### src/rtl/lsu_load_req.sv
// lsu_load_req: issues loads to a 2-cycle dcache, buffers responses in order.
// Ports: clk, rst (async, active-high); req_valid/req_addr/req_ready load
//   request; flush drops all outstanding loads; cache_addr/cache_data dcache
//   side; resp_valid/resp_data/resp_err/resp_ready response side.
// Optional: define LSU_MISALIGN_CHECK_EN to flag req_addr[1:0]!=0 as errors.
module lsu_load_req #(
   parameter int FIFO_DEPTH = 4
) (
   input  logic        clk,
   input  logic        rst,
   input  logic        req_valid,
   input  logic [31:0] req_addr,
   output logic        req_ready,
   input  logic        flush,
   output logic [31:0] cache_addr,
   input  logic [31:0] cache_data,
   output logic        resp_valid,
   output logic [31:0] resp_data,
   output logic        resp_err,
   input  logic        resp_ready
);

   localparam int PW = $clog2(FIFO_DEPTH);
   localparam int CW = PW + 1;
   localparam int OW = CW + 1;

   logic          r_v1;
   logic          r_v2;
   logic [PW-1:0] r_wptr;
   logic [PW-1:0] r_rptr;
   logic [CW-1:0] r_count;
   logic [31:0]   r_mem [FIFO_DEPTH];

   logic          w_accept;
   logic          w_push;
   logic          w_pop;
   logic [OW-1:0] w_occ;
   logic [31:0]   w_push_data;

   assign cache_addr = req_addr;

   // Slots already promised: buffered entries plus loads still in the
   // dcache pipe, so a push can never find the FIFO full.
   assign w_occ = {1'b0, r_count} + OW'(r_v1) + OW'(r_v2);

   assign req_ready  = (w_occ < OW'(FIFO_DEPTH)) && !flush;
   assign w_accept   = req_valid && req_ready;
   assign w_push     = r_v2 && !flush;
   assign resp_valid = (r_count != '0);
   assign w_pop      = resp_valid && resp_ready && !flush;

`ifdef LSU_MISALIGN_CHECK_EN
   logic                  r_e1;
   logic                  r_e2;
   logic [FIFO_DEPTH-1:0] r_emem;

   always_ff @(posedge clk or posedge rst) begin
      if (rst) begin
         r_e1 <= 1'b0;
         r_e2 <= 1'b0;
      end else if (flush) begin
         r_e1 <= 1'b0;
         r_e2 <= 1'b0;
      end else begin
         r_e1 <= w_accept && (req_addr[1:0] != 2'b00);
         r_e2 <= r_e1;
      end
   end

   always_ff @(posedge clk) begin
      if (w_push) begin
         r_emem[r_wptr] <= r_e2;
      end
   end

   // A faulting load returns zero data rather than whatever the cache read.
   assign w_push_data = r_e2 ? 32'h0 : cache_data;
   assign resp_err    = resp_valid && r_emem[r_rptr];
`else
   assign w_push_data = cache_data;
   assign resp_err    = 1'b0;
`endif

   always_ff @(posedge clk or posedge rst) begin
      if (rst) begin
         r_v1    <= 1'b0;
         r_v2    <= 1'b0;
         r_wptr  <= '0;
         r_rptr  <= '0;
         r_count <= '0;
      end else if (flush) begin
         r_v1    <= 1'b0;
         r_v2    <= 1'b0;
         r_wptr  <= '0;
         r_rptr  <= '0;
         r_count <= '0;
      end else begin
         r_v1 <= w_accept;
         r_v2 <= r_v1;
         if (w_push) begin
            r_wptr <= r_wptr + PW'(1);
         end
         if (w_pop) begin
            r_rptr <= r_rptr + PW'(1);
         end
         unique case ({w_push, w_pop})
            2'b10:   r_count <= r_count + CW'(1);
            2'b01:   r_count <= r_count - CW'(1);
            default: r_count <= r_count;
         endcase
      end
   end

   // Storage needs no reset: reads are masked while the FIFO is empty.
   always_ff @(posedge clk) begin
      if (w_push) begin
         r_mem[r_wptr] <= w_push_data;
      end
   end

   assign resp_data = resp_valid ? r_mem[r_rptr] : 32'h0;

endmodule

### config.mk
export PLATFORM = sky130hd
export DESIGN_NAME = lsu_load_req
export DESIGN_NICKNAME = d
export VERILOG_FILES = /design/src/rtl/lsu_load_req.sv
export SDC_FILE = /design/constraint.sdc
export NUM_CORES = 1
export LEC_CHECK = 0
export ABC_AREA = 1
export CAP_MARGIN = 20
export CORE_MARGIN = 5
export CORE_UTILIZATION = 45
export CTS_BUF_LIST = sky130_fd_sc_hd__clkbuf_4 sky130_fd_sc_hd__clkbuf_8 sky130_fd_sc_hd__clkbuf_16
export DETAILED_ROUTE_END_ITERATION = 12
export PLACE_DENSITY = 0.76
export SLEW_MARGIN = 20
export SYNTH_ARGS = -nofsm -noshare
export SYNTH_HDL_FRONTEND = slang
export SYNTH_SLANG_ARGS = --single-unit
### constraint.sdc
create_clock -name clk -period 2.2 [get_ports clk]
set_input_delay 0.66 -clock clk [delete_from_list [all_inputs] [get_ports clk]]
set_output_delay 0.66 -clock clk [all_outputs]
set_load 0.05 [all_outputs]
After elaboration in Yosys (flattened, before gate mapping)
Memory sizes are Yosys's and may differ from the RTL's.
Cells that the tools add are included.
{"block": "totals", "register_bits": 9, "mem_bits_rw": 128, "word_cells": 36, "in_bits": 69, "mem_count": 1, "out_inout_bits": 67}
{"block": "op_classes", "magnitude_cmp": 1, "n_eq_ne": 2, "n_reduce_logical": 10, "muxes": 11, "n_addsub": 6}
{"memory": "r_mem", "words": 4, "word_bits": 32, "rd": 1, "rd_clocked_by_memory_dff": 0, "write_ports": 1, "line_no": "32", "source": "logic [31:0] r_mem [FIFO_DEPTH];"}
{"operator": "$mux 32", "count": 1}
{"operator": "$mux 2", "count": 4}
{"operator": "$pmux 3 s2", "count": 1}
{"operator": "$reduce_bool 3->1", "count": 2}
{"operator": "$logic_and 1x1->1", "count": 5}
{"operator": "$add 2x1->2 const B", "count": 2}
{"operator": "$add 3x1->4", "count": 1}
{"operator": "$add 4x1->4", "count": 1}
{"operator": "$lt 4x3->1 const B", "count": 1}
{"operator": "$mux 1", "count": 4}
{"operator": "$reduce_bool 2->1", "count": 2}
{"operator": "$add 3x1->3 const B", "count": 1}
{"operator": "$mux 3", "count": 1}
{"operator": "$sub 3x1->3 const B", "count": 1}
{"operator": "$eq 2x1->1 const B", "count": 1}
{"operator": "$eq 2x2->1 const B", "count": 1}
{"operator": "$logic_not 1->1", "count": 1}

Longest topological paths before layout
Gate-level depths: netlist of run 1.
{"block": "logic_depth", "depth_word": 6, "depth_mapped": 11, "mapped_depth_nobuf": 11}

Worst setup path after synthesis of run 1
No wires, ideal clock.
{"block": "synth_path", "path_kind": "input-to-reg", "startpoint": "input port flush", "endpoint": "memory r_mem[0][0] (enable)", "arrival_ps": 2210, "setup_time_ps": 421, "path_stages": 3, "required_time_ps": 1779, "n_path_buf": 0, "setup_slack_ps": -431, "path_cell_list": "inv_1 nand2_1 nor2_1"}
{"block": "synth_between", "elab_chain_len": 4}
{"element": "start: declaration", "line_no": "14", "source": "input logic flush,"}
{"element": "$logic_not 1->1", "line_no": "48", "source": "assign w_push = r_v2 && !flush;"}
{"element": "$logic_and 1x1->1", "line_no": "48"}
{"element": "$mux 1", "line_no": "116", "source": "if (w_push) begin"}
{"element": "$mux 1 (not written as such)", "line_no": "117", "source": "r_mem[r_wptr] <= w_push_data;"}
{"element": "end: declaration", "line_no": "32"}
No other way between the ends.

Worst setup path in the final report of run 1
{"block": "layout_path", "startpoint": "register r_rptr[0]", "endpoint": "output port resp_data[14]"}
{"block": "layout_between", "elab_chain_len": 2}
{"element": "start: declaration", "line_no": "30", "source": "logic [PW-1:0] r_rptr;"}
{"element": "start signal: assignment", "line_no": "104", "source": "r_rptr <= r_rptr + PW'(1);"}
{"element": "$mem_v2 4x32"}
{"element": "$mux 32", "line_no": "121", "source": "assign resp_data = resp_valid ? r_mem[r_rptr] : 32'h0;"}
{"element": "end: declaration", "line_no": "18", "source": "output logic [31:0] resp_data,"}
No other way between the ends.

==> results of run 1 <==
[sequential cells by signal (all words and copies together) (netlist names)]
name,flops
r_wptr,2
r_v1,1
r_rptr,2
r_v2,1
r_count,3
r_mem,128
[power groups by stage]
stage | Combinational, mW | Sequential (mW) | Clock (mW)
2_1_floorplan | 0.567 | 2.94 | 0
3_3_place_gp | 0.789 | 2.94 | 0
3_5_place_dp | 0.801 | 2.94 | 0
4_1_cts | 0.882 | 2.89 | 2.87
5_1_grt | 1.04 | 2.89 | 3.02
6_report | 0.988 | 2.89 | 2.87
[layer usage]
layer / up-vias / GRT usage [%] / routed length, µm
li1: 1804 / - / -
met1: 1968 / 22.01 / 5759
met3: 68 / 5.581 / 1163
met4: 0 / 10.80 / 648
met2: 172 / 30.72 / 7528
met5: - / 0 / 0
[worst paths after layout]
path | startpoint | endpoint | slack (ns) | cells after the start
worst max-delay path | r_rptr[0] | resp_data[14] | -0.28 | 7
worst min-delay path | rst | r_v1 | 0.50 | 2
worst max register to register | r_count[1] | r_count[2] | 0.34 | 12
worst min register to register | r_v1 | r_v2 | 0.54 | 2
max in group asynchronous | rst | r_count[0] | 1.41 | 2
min in group clk | r_v1 | r_v2 | 0.54 | 2
[placed cells by master, fill, tap and decap left out, drive strengths merged]
cell and instances:
o21ai 68, clkdlybuf4s50 36, fa 1, nand3 6
and2 1, inv 19, xnor2 1, a21oi 36
conb 1, nor2 136, clkinvlp 3, nor3 1
nand2 15, clkbuf 26, bufbuf 1, ha 5
buf 73, clkinv 7, edfxtp 128, dfrtp 9
bufinv 3
[timing repair]
item,CTS,global route
gates resized for setup,18,57
setup buffers,6,4
setup endpoints to repair,33,33
hold endpoints to repair,0,0
pin swaps,4,23
cloned,3,10
[worst max-delay path: cells and delay by family (launching register included)]
kind / cells / cell delay [ns]
buf+inv: 3 / 0.51
simple gates: 2 / 0.14
flops: 1 / 0.42
compound gates: 2 / 0.34
[cell type report]
class / instances / area share, %
tap: 172 / 2.612
clock inverter: 15 / 2.111
multi-input combinational: 271 / 18.37
clock buffer: 17 / 5.162
timing repair buffer: 119 / 21.33
inverter: 17 / 0.9566
sequential: 137 / 49.45
[logic make-up (layout without fill, tap and decap cells)]
group | after synthesis | after routing
DFF | 137 | 137
and+or+nand+nor | 159 | 159
AOI/OAI and AO/OA | 104 | 104
adders and majority gates | 6 | 6
other | 1 | 1
buffers and inverters | 74 | 168
xor gates and xnor gates | 1 | 1
==> impl_metrics.csv, run 1 <==
group,metric,value,unit
clock_network,cts_tree,"done",
detailed_routing,via_per_inst,5.364,
clock_network,cts_made_buffers,17,
logic_synthesis,synth_ff_type,"edfxtp_1",
global_route,grt_max_degree,45,
clock_network,clock-root-buffer,"clkbuf_16",
detailed_routing,antenna_left,0,
timing,hold_slack,0.5043,ns
timing,layout_min_cycle_time,2.482,ns
clock_network,cts_buffer_depth,2,
detailed_routing,initialDrtViolationCount,359,
timing,period_share,112.8,%
final_layout,fin_nets,638,
detailed_routing,wl,15100,µm
floorplanning,fp.dieW,123.2,µm
outcome,status,"complete, but fails checks",
power_and_ir_drop,ir_worst_vdd,692.3,µV
detailed_routing,dr.pass1.iters,4,
logic_synthesis,synthArstFlopShare,6.569,%
timing,setup_viol,33,
timing,finalSetupTns,-6.981,ns
logic_synthesis,synth_top_cells_by_area,"edfxtp_1 (67%), nor2_1 (8.8%), buf_4 (4.4%), dfrtp_1 (3.9%), o21ai_1 (3.6%)",
power_and_ir_drop,internal_power,5.113,mW
logic_synthesis,synth_fa_ha_area_share,1.431,%
timing,hold_violations,0,
detailed_routing,vias,4012,
final_layout,diodes,0,
place,portBuffers,70,
critical_path,cpMaxStageDelayCell,"dfrtp_2",
outcome,violations,"negative setup slack",
logic_synthesis,synth_compound_area_share,9.087,%
logic_synthesis,ys_seq_elements,137,
detailed_routing,wire_per_inst,20.19,µm
floorplanning,rows,41,
logic_synthesis,synth.largest_area_cell,"edfxtp_1",
timing,fmax,403.0,MHz
clock_network,cts.clk_slew.worst_paths,0.06,ns
logic_synthesis,synth_top_area_share,66.62,%
clock_network,cts-htree-levels,4,
logic_synthesis,synth.avg_cell_area,11.97,µm²
clock_network,cts_sinks,137,
run,drv_cap,0,
logic_synthesis,synth_top_family_by_area,"simple AND/OR/NAND/NOR gates",
floorplanning,ioPinCount,136,
logic_synthesis,synth_cell_type_count,25,
power_and_ir_drop,leakagePower,2.939,nW
floorplanning,core_area,12620,µm²
critical_path,arrival,1.82,ns
clock_network,cts_hold_buf,0,
final_layout,final_cells,748,
place,dp_slack,-0.1855,ns
critical_path,path_cells,"buf_8 -> clkbuf_16 -> nor2_4 -> nor2_1 -> o21ai_1 -> a21oi_2 -> buf_12",
place,gp_congestion,0.7688,
timing,clock_skew,0.008509,ns
final_layout,fin_util,65.30,%
power_and_ir_drop,power.density,818.8,nW/µm²
logic_synthesis,synth-simple-area-share,10.71,%
critical_path,cp_slowest_stage_delay,0.42,ns
timing,rsz0062_at_grt,"true",
power_and_ir_drop,p_switching,1.634,mW
logic_synthesis,synth.most_common_cell,"nor2_1",
final_layout,multi_input_area,1514,µm²
logic_synthesis,synth_edf_count,128,
logic_synthesis,synth_nets,557,
global_route,grt_pass1_vias,4069,
final_layout,drive_gt1_share,32.47,%
power_and_ir_drop,clkPwrFrac,42.5,%
place,dp_cells,694,
logic_synthesis,synth_commonest_cells,"nor2_1 (135), edfxtp_1 (128), o21ai_1 (42)",
logic_synthesis,synth_xor_area_share,0.1518,%
logic_synthesis,synth_area,5769,µm²
logic_synthesis,ys_seq_area_share,70.53,%
global_route,grt_usage,18.77,%
floorplanning,fp.dieH,123.2,µm
power_and_ir_drop,comb_power_share,14.6,%
final_layout,n_fill_cell,880,
power_and_ir_drop,power,6.747,mW
logic_synthesis,syn_inst,482,
timing,fin_ws,-0.2816,ns
critical_path,path_max_fanout,6,
critical_path,worstSetupEndpointType,"output pin",
final_layout,ff_latch_area,4075,µm²
detailed_routing,post-route-drc-count,0,
critical_path,critPathLaunchType,"flip-flop",
clock_network,insertion_delay,0.42,ns
timing,slew_violations,0,
power_and_ir_drop,p_sw_share,24.22,%
critical_path,path_class,"reg -> out",
final_layout,syn_to_final_growth,42.83,%
floorplanning,die-area,15190,µm²
global_route,antenna_found_initial,0,
power_and_ir_drop,seq_power_share,42.8,%
logic_synthesis,ys.warnings.count,0,
final_layout,fin_area,8240,µm²
place,place_area,7061,µm²
critical_path,cp.required,1.54,ns
floorplanning,start_util,45.72,%
worst_hold_path,worstHoldPathType,"in -> async",
place,dpl.hpwl,8375,µm
global_route,grt_first_pass_wirelength,21120,µm
global_route,grt-ovfl-total,0,
logic_synthesis,synth.area.mux_share,0,%
Power figures use the tool's default switching activity.
==> inputs of run 2 (changes only) <==
--- a/config.mk
+++ b/config.mk
@@ -5,14 +5,12 @@
 export SDC_FILE = /design/constraint.sdc
 export NUM_CORES = 1
 export LEC_CHECK = 0
-export ABC_AREA = 1
 export CAP_MARGIN = 20
 export CORE_MARGIN = 5
 export CORE_UTILIZATION = 45
 export CTS_BUF_LIST = sky130_fd_sc_hd__clkbuf_4 sky130_fd_sc_hd__clkbuf_8 sky130_fd_sc_hd__clkbuf_16
 export DETAILED_ROUTE_END_ITERATION = 12
 export PLACE_DENSITY = 0.76
-export SLEW_MARGIN = 20
 export SYNTH_ARGS = -nofsm -noshare
 export SYNTH_HDL_FRONTEND = slang
 export SYNTH_SLANG_ARGS = --single-unit
==> run 2 against run 1 <==
- combinational power rose to 4.7 times the previous value
- sequential share of layout area rose by 3.2 points
- final cell count fell by 26%
- the flow still finishes with violations (negative setup slack)
- critical path type unchanged
==> impl_metrics.csv, run 2 <==
group,metric,value,unit
timing,hold_violations,0,
clock_network,cts_made_buffers,17,
outcome,status,"complete, but fails checks",
global_route,grt_usage,15.98,%
global_route,grt_pass1_vias,3109,
logic_synthesis,synth.largest_area_cell,"edfxtp_1",
final_layout,drive_gt1_share,44.33,%
final_layout,syn_to_final_growth,35.31,%
timing,fmax,388.5,MHz
clock_network,insertion_delay,0.41,ns
logic_synthesis,ys_seq_area_share,71.19,%
final_layout,fin_util,61.79,%
logic_synthesis,synth_ff_type,"edfxtp_1",
final_layout,final_cell_mix,"edfxtp_1 (128), buf_12 (43), clkdlybuf4s50_1 (35), mux4_2 (32), and2_4 (32)",
power_and_ir_drop,ir_worst_vdd,745.6,µV
critical_path,path_class,"reg -> out",
power_and_ir_drop,power.density,1360,nW/µm²
floorplanning,fp.dieW,122.7,µm
final_layout,multi_input_area,1366,µm²
final_layout,n_fill_cell,917,
timing,clock_skew,0.01080,ns
place,portBuffers,70,
final_layout,ff_latch_area,4071,µm²
logic_synthesis,synth_top_area_share,67.25,%
logic_synthesis,ys.warnings.count,0,
global_route,grt_max_degree,28,
place,dpl.hpwl,6785,µm
clock_network,clock-root-buffer,"clkbuf_16",
final_layout,regMostFlops,"r_mem",
timing,setup_viol,34,
floorplanning,fp.dieH,122.7,µm
detailed_routing,vias,2798,
logic_synthesis,synth_edf_count,128,
place,gp_congestion,0.7685,
logic_synthesis,synth_top_cells_by_area,"edfxtp_1 (67%), mux4_2 (11%), buf_4 (4.3%), and2_1 (4.0%), dfrtp_1 (3.9%)",
floorplanning,die-area,15060,µm²
detailed_routing,post-route-drc-count,0,
detailed_routing,wire_per_inst,19.81,µm
timing,rsz0062_at_grt,"true",
run,drv_cap,0,
logic_synthesis,synth_cell_type_count,33,
final_layout,top_regs,"r_mem x128, r_count x3",
detailed_routing,wl,10920,µm
critical_path,path_max_fanout,7,
detailed_routing,via_per_inst,5.078,
floorplanning,rows,41,
global_route,grt_first_pass_wirelength,17240,µm
logic_synthesis,synth.avg_cell_area,19.51,µm²
logic_synthesis,ys_seq_elements,137,
clock_network,cts_tree,"done",
clock_network,cts-htree-levels,4,
critical_path,critPathLaunchType,"flip-flop",
logic_synthesis,synth_nets,368,
timing,period_share,117.0,%
power_and_ir_drop,leakagePower,2.678,nW
final_layout,fin_nets,442,
critical_path,worstSetupEndpointType,"output pin",
floorplanning,ioPinCount,136,
logic_synthesis,synth_commonest_cells,"edfxtp_1 (128), and2_1 (37), buf_4 (33)",
clock_network,cts_sinks,137,
outcome,violations,"negative setup slack",
global_route,antenna_found_initial,0,
logic_synthesis,synth_area,5715,µm²
logic_synthesis,syn_inst,293,
logic_synthesis,synth.most_common_cell,"edfxtp_1",
critical_path,cp.required,1.54,ns
final_layout,diodes,0,
logic_synthesis,synthArstFlopShare,6.569,%
final_layout,layout_commonest_cell,"edfxtp_1",
floorplanning,core_area,12520,µm²
timing,fin_ws,-0.3742,ns
timing,layout_min_cycle_time,2.574,ns
clock_network,cts.clk_slew.worst_paths,0.06,ns
detailed_routing,antenna_left,0,
detailed_routing,initialDrtViolationCount,133,
critical_path,arrival,1.91,ns
floorplanning,start_util,45.66,%
clock_network,cts_buffer_depth,2,
timing,slew_violations,0,
place,dp_slack,-0.2246,ns
final_layout,largest_reg_flops,128,
global_route,grt-ovfl-total,0,
worst_hold_path,worstHoldPathType,"reg -> reg",
detailed_routing,dr.pass1.iters,4,
run 2: changes by cell type in the layout (fill, tap and decap cells not counted), sizes merged, moves of 5 or more:
cell / delta
o21ai: -68
inv: -15
mux4: +32
clkbuf: -9
and2: +36
nand3: -5
nand2: -14
nor2: -130
buf: -7
a21oi: -36
run 2: worst max-delay path, stage by stage (launching register included):
cell     delay, ns
dfrtp_2       0.38
buf_12        0.15
buf_12        0.14
mux4_2        0.52
and2_4        0.16
buf_12        0.14
run 2: cells by family (layout without fill, tap and decap cells):
kind of cell | count (synthesis) | in the layout | synth area share [%]
XOR/XNOR | 6 | 6 | 0.9194
other | 1 | 1 | 0.06561
flip-flops | 137 | 137 | 71.19
adder cells (fa/ha/maj) | 6 | 6 | 1.445
AO/OA/AOI/OAI | 8 | 8 | 1.336
multiplexers | 33 | 33 | 13.05
buffers and inverters | 50 | 136 | 6.546
AND/OR/NAND/NOR | 52 | 52 | 5.451
run 2: power breakdown:
part	leakage [nW]	total (mW)	switching [mW]	internal [mW]
Clock	0.295	2.88	1.00	1.87
Sequential	1.27	2.95	0.0341	2.91
Combinational	1.11	4.69	2.24	2.45
Total	2.68	10.5	3.28	7.24
run 2: final timing paths:
path	from	to	slack (ns)	depth (start not counted)
setup / recovery	r_rptr[0]	resp_data[12]	-0.37	5
hold / removal	r_v1	r_v2	0.52	1
setup reg to reg	r_count[1]	r_count[1]	0.17	6
hold reg to reg	r_v1	r_v2	0.52	1
max in group asynchronous	rst	r_rptr[0]	1.38	2
min in group asynchronous	rst	r_wptr[1]	0.54	2
run 2: layout make-up:
class | instances | area share [%]
timing repair buffer | 102 | 18.93
multi-input combinational | 106 | 17.67
tap | 172 | 2.783
clock buffer | 17 | 5.501
clock inverter | 14 | 2.330
sequential | 137 | 52.65
inverter | 3 | 0.1456
run 2: stage by stage:
step / hold slack (ns) / TNS [ns] / power, mW / cells / cell area, µm²
CTS: 0.5303 / -11.62 / 10.65 / 552 / 7740
floorplan: 0.4650 / -0.4806 / 5.363 / 293 / 5741
global route: 0.5488 / -12.81 / 10.89 / 551 / 7734
finish: 0.5153 / -10.57 / 10.51 / 551 / 7734
global placement: 0.4866 / -0.9564 / 7.050 / 514 / 6935
detailed placement: 0.5181 / -2.539 / 7.089 / 514 / 6935
run 2: layer usage:
metal	track usage, %	vias to the layer above	routed length (µm)
met5	0	-	0
met4	6.998	0	238
met3	5.115	42	680
met2	27.23	90	5915
met1	18.52	1415	4083
li1	-	1251	-
run 2: what timing repair did:
| action | CTS | global route |
|---|---|---|
| pin swaps | 35 | 1 |
| gates cloned | 3 | 0 |
| hold buffers | 0 | 0 |
| endpoints found under the setup margin | 34 | 35 |
| hold endpoints to repair | 0 | 0 |
| buffers inserted | 4 | 0 |
| gates resized for setup | 44 | 2 |
==> inputs of run 3 (changes only) <==
--- a/config.mk
+++ b/config.mk
@@ -10,7 +10,7 @@
 export CORE_UTILIZATION = 45
 export CTS_BUF_LIST = sky130_fd_sc_hd__clkbuf_4 sky130_fd_sc_hd__clkbuf_8 sky130_fd_sc_hd__clkbuf_16
 export DETAILED_ROUTE_END_ITERATION = 12
-export PLACE_DENSITY = 0.76
+export PLACE_DENSITY = 0.81
 export SYNTH_ARGS = -nofsm -noshare
 export SYNTH_HDL_FRONTEND = slang
 export SYNTH_SLANG_ARGS = --single-unit
==> run 3 against run 2 <==
- the flow still finishes with violations (negative setup slack)
- clock power is 4% higher
- sequential cell count stayed put
- routed wire length is 2.2% lower
- fmax is 0.88% lower
- critical path type unchanged
==> impl_metrics.csv, run 3 (same netlist as run 2, synthesis figures left out) <==
group,metric,value,unit
outcome,status,"complete, but fails checks",
outcome,violations,"negative setup slack",
detailed_routing,wl,10670,µm
global_route,grt-ovfl-total,0,
critical_path,worstSetupEndpointType,"output pin",
detailed_routing,wire_per_inst,19.41,µm
final_layout,final_cells,550,
detailed_routing,post-route-drc-count,0,
floorplanning,start_util,45.66,%
clock_network,cts_sinks,137,
timing,finalSetupTns,-11.23,ns
clock_network,clock-root-buffer,"clkbuf_16",
clock_network,insertion_delay,0.41,ns
global_route,grt_usage,15.31,%
clock_network,cts_tree,"done",
critical_path,reg2reg_setup_slack,0.10,ns
critical_path,cp_slowest_stage_delay,0.53,ns
critical_path,path_max_fanout,10,
run,drv_cap,0,
final_layout,diodes,0,
power_and_ir_drop,power,10.24,mW
timing,rsz0062_at_grt,"true",
critical_path,cpMaxStageDelayCell,"mux4_2",
critical_path,path_class,"reg -> out",
timing,setup_viol,33,
place,dp_cells,513,
final_layout,regMostFlops,"r_mem",
clock_network,cts-htree-levels,4,
timing,slew_violations,0,
worst_hold_path,worstHoldPathType,"reg -> reg",
timing,period_share,118.0,%
detailed_routing,dr.pass1.iters,4,
final_layout,syn_to_final_growth,34.22,%
final_layout,final_cell_mix,"edfxtp_1 (128), buf_12 (45), clkdlybuf4s50_1 (36), mux4_2 (32)",
detailed_routing,initialDrtViolationCount,179,
critical_path,cp.required,1.54,ns
final_layout,fin_util,61.29,%
global_route,grtUsageMet1,17.65,%
final_layout,layout_commonest_cell,"edfxtp_1",
clock_network,cts.clk_slew.worst_paths,0.06,ns
global_route,met2_usage,25.01,%
final_layout,largest_reg_flops,128,
floorplanning,die-area,15060,µm²
floorplanning,fp.dieW,122.7,µm
power_and_ir_drop,power.density,1335,nW/µm²
place,place_area,6928,µm²
final_layout,top_regs,"r_mem x128, r_count x3",
global_route,antenna_found_initial,0,
global_route,grt_max_degree,35,
global_route,grt_pass1_vias,3050,
power_and_ir_drop,leakagePower,2.640,nW
global_route,gr-usage-met3,5.115,%
critical_path,critPathLaunchType,"flip-flop",
final_layout,drive_gt1_share,41.80,%
timing,clock_skew,0.008808,ns
timing,hold_slack,0.5012,ns
floorplanning,ioPinCount,136,
detailed_routing,via_per_inst,5.111,
detailed_routing,antenna_left,0,
final_layout,fin_nets,440,
timing,hold_violations,0,
place,gp_congestion,0.7205,
final_layout,fin_area,7671,µm²
floorplanning,core_area,12520,µm²
global_route,top_usage_layer,"met2",
place,portBuffers,70,
clock_network,cts_buffer_depth,2,
floorplanning,rows,41,
power_and_ir_drop,ir_worst_vdd,616.3,µV
critical_path,path_cells,"buf_6 -> mux4_2 -> and2_2 -> buf_12",
place,dp_slack,-0.2121,ns
clock_network,cts_made_buffers,17,
timing,layout_min_cycle_time,2.597,ns
detailed_routing,vias,2811,
timing,fin_ws,-0.3970,ns
timing,fmax,385.1,MHz
global_route,grt_first_pass_wirelength,16640,µm
critical_path,arrival,1.94,ns
place,dpl.hpwl,6845,µm
floorplanning,fp.dieH,122.7,µm
==> run 3: cell count changes in the layout (fill, tap and decap cells not counted), sizes merged <==
cell / before / now
buf: 66 / 64
clkinvlp: 1 / 0
dlymetal6s2s: 1 / 0
clkdlybuf4s50: 35 / 36
inv: 4 / 5
bufinv: 4 / 5
==> run 3: worst paths after layout <==
path | from | to | cells after the start
worst max-delay path | r_rptr[0] | resp_data[16] | 4
worst min-delay path | r_v1 | r_v2 | 1
worst max register to register | r_count[0] | r_count[1] | 7
worst min register to register | r_v1 | r_v2 | 1
max in group asynchronous | rst | r_rptr[0] | 2
min in group asynchronous | rst | r_count[2] | 2
==> run 3: timing repair <==
item / CTS / global route
hold buffers: 0 / 0
gates resized for setup: 24 / 0
setup buffers: 4 / 1
endpoints found under the hold margin: 0 / 0
pin swaps: 2 / 0
endpoints found under the setup margin: 34 / 34
==> run 3: area by class of cell <==
type	instances	area, µm²
flip-flops and latches	137	4071
fillers	897	4846
inverters	3	11.26
repair buffers	100	1408
multi-input cells	106	1336
clock buffers	17	425.4
clock inverters	15	203.9
well taps	172	215.2
==> run 3: per-layer routing <==
layer / part of all wire [%] / routed length (µm)
met2: 52 / 5582
met3: 7.5 / 805
met5: 0 / 0
met4: 3.8 / 410
met1: 36 / 3876
==> run 3: critical path, delay by kind of cell, from the launching register on <==
kind | cells | cell delay, ns
buffers and inverters | 2 | 0.35
flip-flops | 1 | 0.41
multiplexers | 1 | 0.53
AND/OR/NAND/NOR | 1 | 0.24
==> run 3: power breakdown <==
group / total (mW) / switching (mW) / internal [mW]
Sequential: 2.95 / 0.0369 / 2.91
Clock: 2.99 / 1.00 / 1.99
Combinational: 4.30 / 2.11 / 2.19
Total: 10.2 / 3.15 / 7.09
==> RTL change 1: new RTL, config.mk and constraints of run 3 <==
Build with the macro `LSU_MISALIGN_CHECK_EN` defined.
--- a/src/rtl/lsu_load_req.sv
+++ b/src/rtl/lsu_load_req.sv
@@ -4,4 +4,6 @@
 //   side; resp_valid/resp_data/resp_err/resp_ready response side.
 // Optional: define LSU_MISALIGN_CHECK_EN to flag req_addr[1:0]!=0 as errors.
+`define LSU_MISALIGN_CHECK_EN
+
 module lsu_load_req #(
    parameter int FIFO_DEPTH = 4
Behaviour: not the same (a bounded check fails within 4 cycles, from zero or initial values and one cycle with rst high).
==> RTL change 1 against run 3 <==
- setup slack worse by 0.0011 ns
- wire length grew 16%
- combinational power up 16%
- worst hold slack got worse by 0.029 ns
- largest power group unchanged
- first-iteration DRC count is 7.8% lower
- the run still ends with setup timing left
- non-clock buffer count is 16 higher
- power rose by 8.4%
- sequential cell count rose by 6
- synthesized area increased by 7.3%
- critical endpoint is now resp_data[26]
- register-to-register slack got worse by 0.10 ns
- design area grew 9.1%
==> RTL change 1: results (changes against run 3) <==
- Share of cells above drive strength 1: 44.37% (+2.6 points)
- Worst vdd rail ir drop: 0.8472 mV (+37%)
- Via-per-instance ratio: 5.216 (+2.1%)
- Iteration-0 DRC Markers: 165 (-7.8%)
* Count of final setup violators: 36 (+9.1%)
* Register bit count reported by yosys: 143 (+4.4%)
- The tightest min-delay check is of the reg2reg type.
- Final setup TNS: -11.48 ns (-0.2453 ns)
* Count of placed standard cells including taps: 564 (+9.9%)
- In this run the clock root is driven by a sky130_fd_sc_hd__clkbuf_16.
- On the critical path, the stage with the largest delay is an instance of sky130_fd_sc_hd__mux4_2.
- The clock insertion delay at the later pin of the skew report came to 0.41 ns (about the same).
- The wire length of the first global-routing pass came to 19580 um (+18%).
* Slew at the pin closest to its max-slew limit: approximately 0.8 ns
- The post-route fraction of the period consumed by the critical path is 118.1% (about the same).
- Post-place setup slack: -0.3383 ns (-0.1263 ns)
- Avg WL per Cell: 20.20 um (+4.1%)
- The mean instance size in the synthesized netlist came to 18.26 um^2 (-6.4%).
- The distinct cell type count after synthesis is 34 (+3.0%).
- The critical path's largest stage delay came to 0.50 ns (-0.03 ns).
- The flow ran to the end, but the final reports show violations.
* Worst clock skew: 0.006135 ns (-0.002673 ns)
* Critical Path Fanout Max: 8 (-2)
- Failing checks: setup timing
* Final worst slack: -0.3981 ns (-0.001089 ns)
- The number of antenna violations at the first check in global routing is 0 (unchanged).
- The arrival time at the worst endpoint came to 1.94 ns (about the same).
- Number of port buffers: 75 (+7.1%)
* Worst hold path cell count: 1 (unchanged)
- The largest registers in the layout are r_mem (128), r_emem (4), r_count (3).
- Post-Synthesis Net Count: 411 (+12%)
* Async set-reset flop share out of synthesis: 7.692% (+1.1 points)
- The number of buffers added by the clock tree synthesis step is 17 (unchanged).
- Global placement routability congestion: 0.8317 (+15%)
- The count of yosys warnings during synthesis came to 0 (unchanged).
- Number of nets in the layout: 497 (+13%)
- Number of global-route vias before repair: 3543 (+16%)
- Maximum number of pins on one net before global-route repair: 37 (+5.7%)
* Top post-synthesis cells by area: sky130_fd_sc_hd__edfxtp_1, sky130_fd_sc_hd__mux4_2, sky130_fd_sc_hd__dfrtp_1
- Leakage power figure: 0.002924 uW (+11%)
- Leading post-synthesis cells by instance count: sky130_fd_sc_hd__edfxtp_1, sky130_fd_sc_hd__and2_1, sky130_fd_sc_hd__nor2b_1, sky130_fd_sc_hd__buf_4, sky130_fd_sc_hd__mux4_2
- The cell depth of the worst flop-to-flop path came to 7 (unchanged).
- The final instance count without filler cells came to 611 (+11%).
- The buffer levels on the longest clock path was 2 (unchanged).
* Number of flops mapped to enable cells by yosys: 132 (+3.1%)
- HPWL reported at the end of detailed placement: 7469 um (+9.1%)
* Global-route usage over all layers: 16.13% (+0.82 points)
- The post-synthesis sequential area ratio is 69.10% (-2.1 points).
- The placed cell area came to 0.007450 mm^2 (+7.5%).
[RTL change 1: what timing repair did]
action	CTS	global route
gates resized for setup	55	6
setup endpoints to repair	35	36
pin swaps	19	4
buffers inserted	12	2
gates cloned	4	0
[RTL change 1: area by class of cell]
type	instances	area, um^2
fillers	902	4930
flip-flops and latches	143	4245
multi-input cells	141	1642
repair buffers	116	1620
clock buffers	19	440.4
well taps	176	220.2
clock inverters	13	186.4
inverters	3	11.26
[RTL change 1: report_power, final]
group          leakage (uW)  switching (uW)  total [uW]  internal [uW]
registers           0.00133            54.1        3120           3060
clock network      0.000298            1070        3000           1930
logic               0.00129            2360        4990           2630
[RTL change 1: cell families (layout without fill, tap and decap cells)]
group / Yosys count / count (layout) / share of synthesized area, %
muxes: 34 / 34 / 12.58
adders and majority gates: 6 / 6 / 1.346
AOI/OAI and AO/OA: 9 / 9 / 1.428
buffers and inverters: 52 / 151 / 6.159
and+or+nand+nor: 86 / 86 / 8.525
xor gates and xnor gates: 6 / 6 / 0.8566
DFF: 143 / 143 / 69.10
[RTL change 1: routing by layer]
layer / vias up / part of all wire [%] / global-route usage, %
li1: 1414 / - / -
met1: 1646 / 41 / 20.61
met5: - / 0 / 0
met3: 34 / 4.9 / 3.993
met4: 0 / 1.6 / 5.741
met2: 93 / 52 / 26.99
[RTL change 1: final timing paths]
kind                            start            end  slack (ns)
setup / recovery            r_rptr[0]  resp_data[26]       -0.40
hold / removal                   r_e1           r_e2        0.47
setup reg to reg           r_count[0]     r_count[1]           0
hold reg to reg                  r_e1           r_e2        0.47
max in group asynchronous         rst      r_rptr[1]        1.31
min in group asynchronous         rst           r_e1        0.56
==> RTL change 2: new RTL, settings of run 3 <==
Without the edit above. Set the parameter `FIFO_DEPTH` to 8 (it was 4).
--- a/src/rtl/lsu_load_req.sv
+++ b/src/rtl/lsu_load_req.sv
@@ -5,5 +5,5 @@
 // Optional: define LSU_MISALIGN_CHECK_EN to flag req_addr[1:0]!=0 as errors.
 module lsu_load_req #(
-   parameter int FIFO_DEPTH = 4
+   parameter int FIFO_DEPTH = 8
 ) (
    input  logic        clk,
Formal check against the unedited RTL: not equivalent (a bounded check fails within 10 cycles, from zero or initial values and one cycle with rst high).
==> RTL change 2 against run 3 <==
- the run still ends with setup timing left
- clock skew is 0.00056 ns lower
- sequential power is 91% higher
- sequential cell count is 131 higher
- setup slack worse by 0.30 ns
- power is 16% higher
- synthesized area is 87% higher
- first-iteration DRC count is 150% higher
- wire length is 110% higher
- design area is 79% higher
- largest cell class unchanged
- synthesized cell count is 77% higher
==> RTL change 2: results (changes against run 3) <==
- The total via count after detailed routing came to 5238 (+86%).
- Final-layout worst hold slack: 0.4475 ns (-0.05371 ns)
* Synthesized netlist cell count: 519 (+77%)
* CP max stage delay: 0.50 ns (-0.03 ns)
* Final setup TNS: -22.22 ns (-10.99 ns)
- Top Layer Used: met5
* Reg2Reg Depth: 9 (+2)
- Critical R2R Capture: r_count[3]
- In the post-synthesis netlist, the biggest area contributors are sky130_fd_sc_hd__edfxtp_1, sky130_fd_sc_hd__mux4_2, sky130_fd_sc_hd__mux2i_1.
- The clock insertion delay at the later pin of the skew report was 0.53 ns (+0.12 ns).
- Avg WL per Cell: 23.61 um (+22%)
- The buffer levels on the longest clock path is 3 (+1).
- Cell type of the slowest stage on the worst timing path: sky130_fd_sc_hd__mux4_2
- Flop2flop setup slack: -0.29 ns (-0.39 ns)
- The total length of routed met2 wires is 12010 um (+120%).
- Number of flops mapped to enable cells by yosys: 256 (+100%)
- Global-route usage over all layers: 16.05% (+0.74 points)
- The placer congestion estimate was 0.7745 (+7.5%).
- The proportion of synthesized flip-flops having asynchronous set or reset came to 4.478% (-2.1 points).
- Worst clock skew: 0.008251 ns (-0.0005570 ns)
- The placed cell area was 0.01215 mm^2 (+75%).
* Failing checks: setup timing
- Share of cells above drive strength 1: 45.69% (+3.9 points)
- Wire length of the first global-routing pass: 32980 um (+98%)
* Post-Synthesis Net Count: 593 (+61%)
- The number of DRC markers in iteration 0 was 446 (+150%).
- The post-synthesis sequential area ratio came to 74.80% (+3.6 points).
- The worst register-to-register path begins at r_count[0].
- Leading post-synthesis cells by instance count: sky130_fd_sc_hd__edfxtp_1, sky130_fd_sc_hd__mux4_2, sky130_fd_sc_hd__nor2_1, sky130_fd_sc_hd__buf_4, sky130_fd_sc_hd__mux2i_1
- Routed length on met3: 1231 um (+53%)
- The worst vdd rail ir drop was 0.7139 mV (+16%).
* Final worst slack: -0.6956 ns (-0.2986 ns)
* Number of global-route vias before repair: 5665 (+86%)
- Count of cell types in the netlist: 36 (+9.1%)
- Status: complete, but fails checks
- Antenna fix cells: 0 (unchanged)
- Tot Pwr: 11830 uW (+16%)
- The fmax is 345.4 MHz (-10%).
- The total of endpoints with negative setup slack in the final report was 36 (+9.1%).
* Total clock buffers created by CTS: 27 (+10)
- The number of port buffers was 70 (unchanged).
- Global-route track usage on met1: 20.87% (+3.2 points)
- Maximum number of pins on one net before global-route repair: 29 (-17%)
- Leakage power figure: 0.004394 uW (+66%)
- Net switching power of the design: 2787 uW (-11%)
- The wire length the detailed router placed on met1 is 9063 um (+130%).
* Sequential share of power: 47.6% (+19 points)
* Antenna violations before repair: 1 (+1)
- The post-layout net count came to 703 (+60%).
- Met2 demand-to-capacity share in global routing: 28.24% (+3.2 points)
- Global-route met3 utilization: 2.710% (-2.4 points)
* Proportion of power drawn by the clock network: 38.3% (+9.1 points)
- The placed cell count is 894 (+74%).
- HPWL reported at the end of detailed placement: 12900 um (+88%)
- Critical Path Fanout Max: 7 (-3)
* Total detailed-routing wirelength: 22880 um (+110%)
==> RTL change 2: cell type report <==
type                       count  area (um^2)
clock buffer                  31        705.7
clock inverter                19        183.9
fill                        1671         9689
inverter                       3        13.76
multi-input combinational    190         2725
sequential                   268         7999
tap                          319        399.1
timing repair buffer         139         1687
==> RTL change 2: worst max path at each step <==
stage / start / endpoint / slack [ns] / cells after the start
after global placement: resp_ready / r_count[3] / -0.43 / 8
after floorplan: flush / r_mem[0][0] / -0.29 / 3
final: r_rptr[0] / resp_data[1] / -0.70 / 6
after detailed placement: resp_ready / r_count[3] / -0.51 / 8
after CTS: r_rptr[0] / resp_data[12] / -0.76 / 6
after global routing: r_rptr[0] / resp_data[19] / -0.75 / 6
==> RTL change 2: stage by stage <==
step | utilization [%] | setup slack [ns]
5_1_grt | 58.60 | -0.7511
3_3_place_gp | 51.91 | -0.4281
2_1_floorplan | - | -0.2890
4_1_cts | 57.17 | -0.7552
6_report | 58.60 | -0.6956
3_5_place_dp | 51.91 | -0.5137
==> RTL change 2: logic make-up (layout without fill, tap and decap cells) <==
| group | Yosys count | in the layout | share of synthesized area, % |
|---|---|---|---|
| flops | 268 | 268 | 74.80 |
| mux | 97 | 97 | 16.59 |
| simple gates | 68 | 68 | 2.917 |
| buf+inv | 61 | 192 | 3.503 |
| compound gates | 12 | 12 | 0.9961 |
| xor+xnor | 7 | 7 | 0.5741 |
| fa+ha+maj | 5 | 5 | 0.5858 |
| other cells | 1 | 1 | 0.03512 |
==> RTL change 2: repair_timing <==
action	CTS	global route
gates cloned	2	4
pin swaps	8	7
buffers inserted	11	9
setup endpoints to repair	35	36
hold buffers	0	0
gates resized for setup	57	36
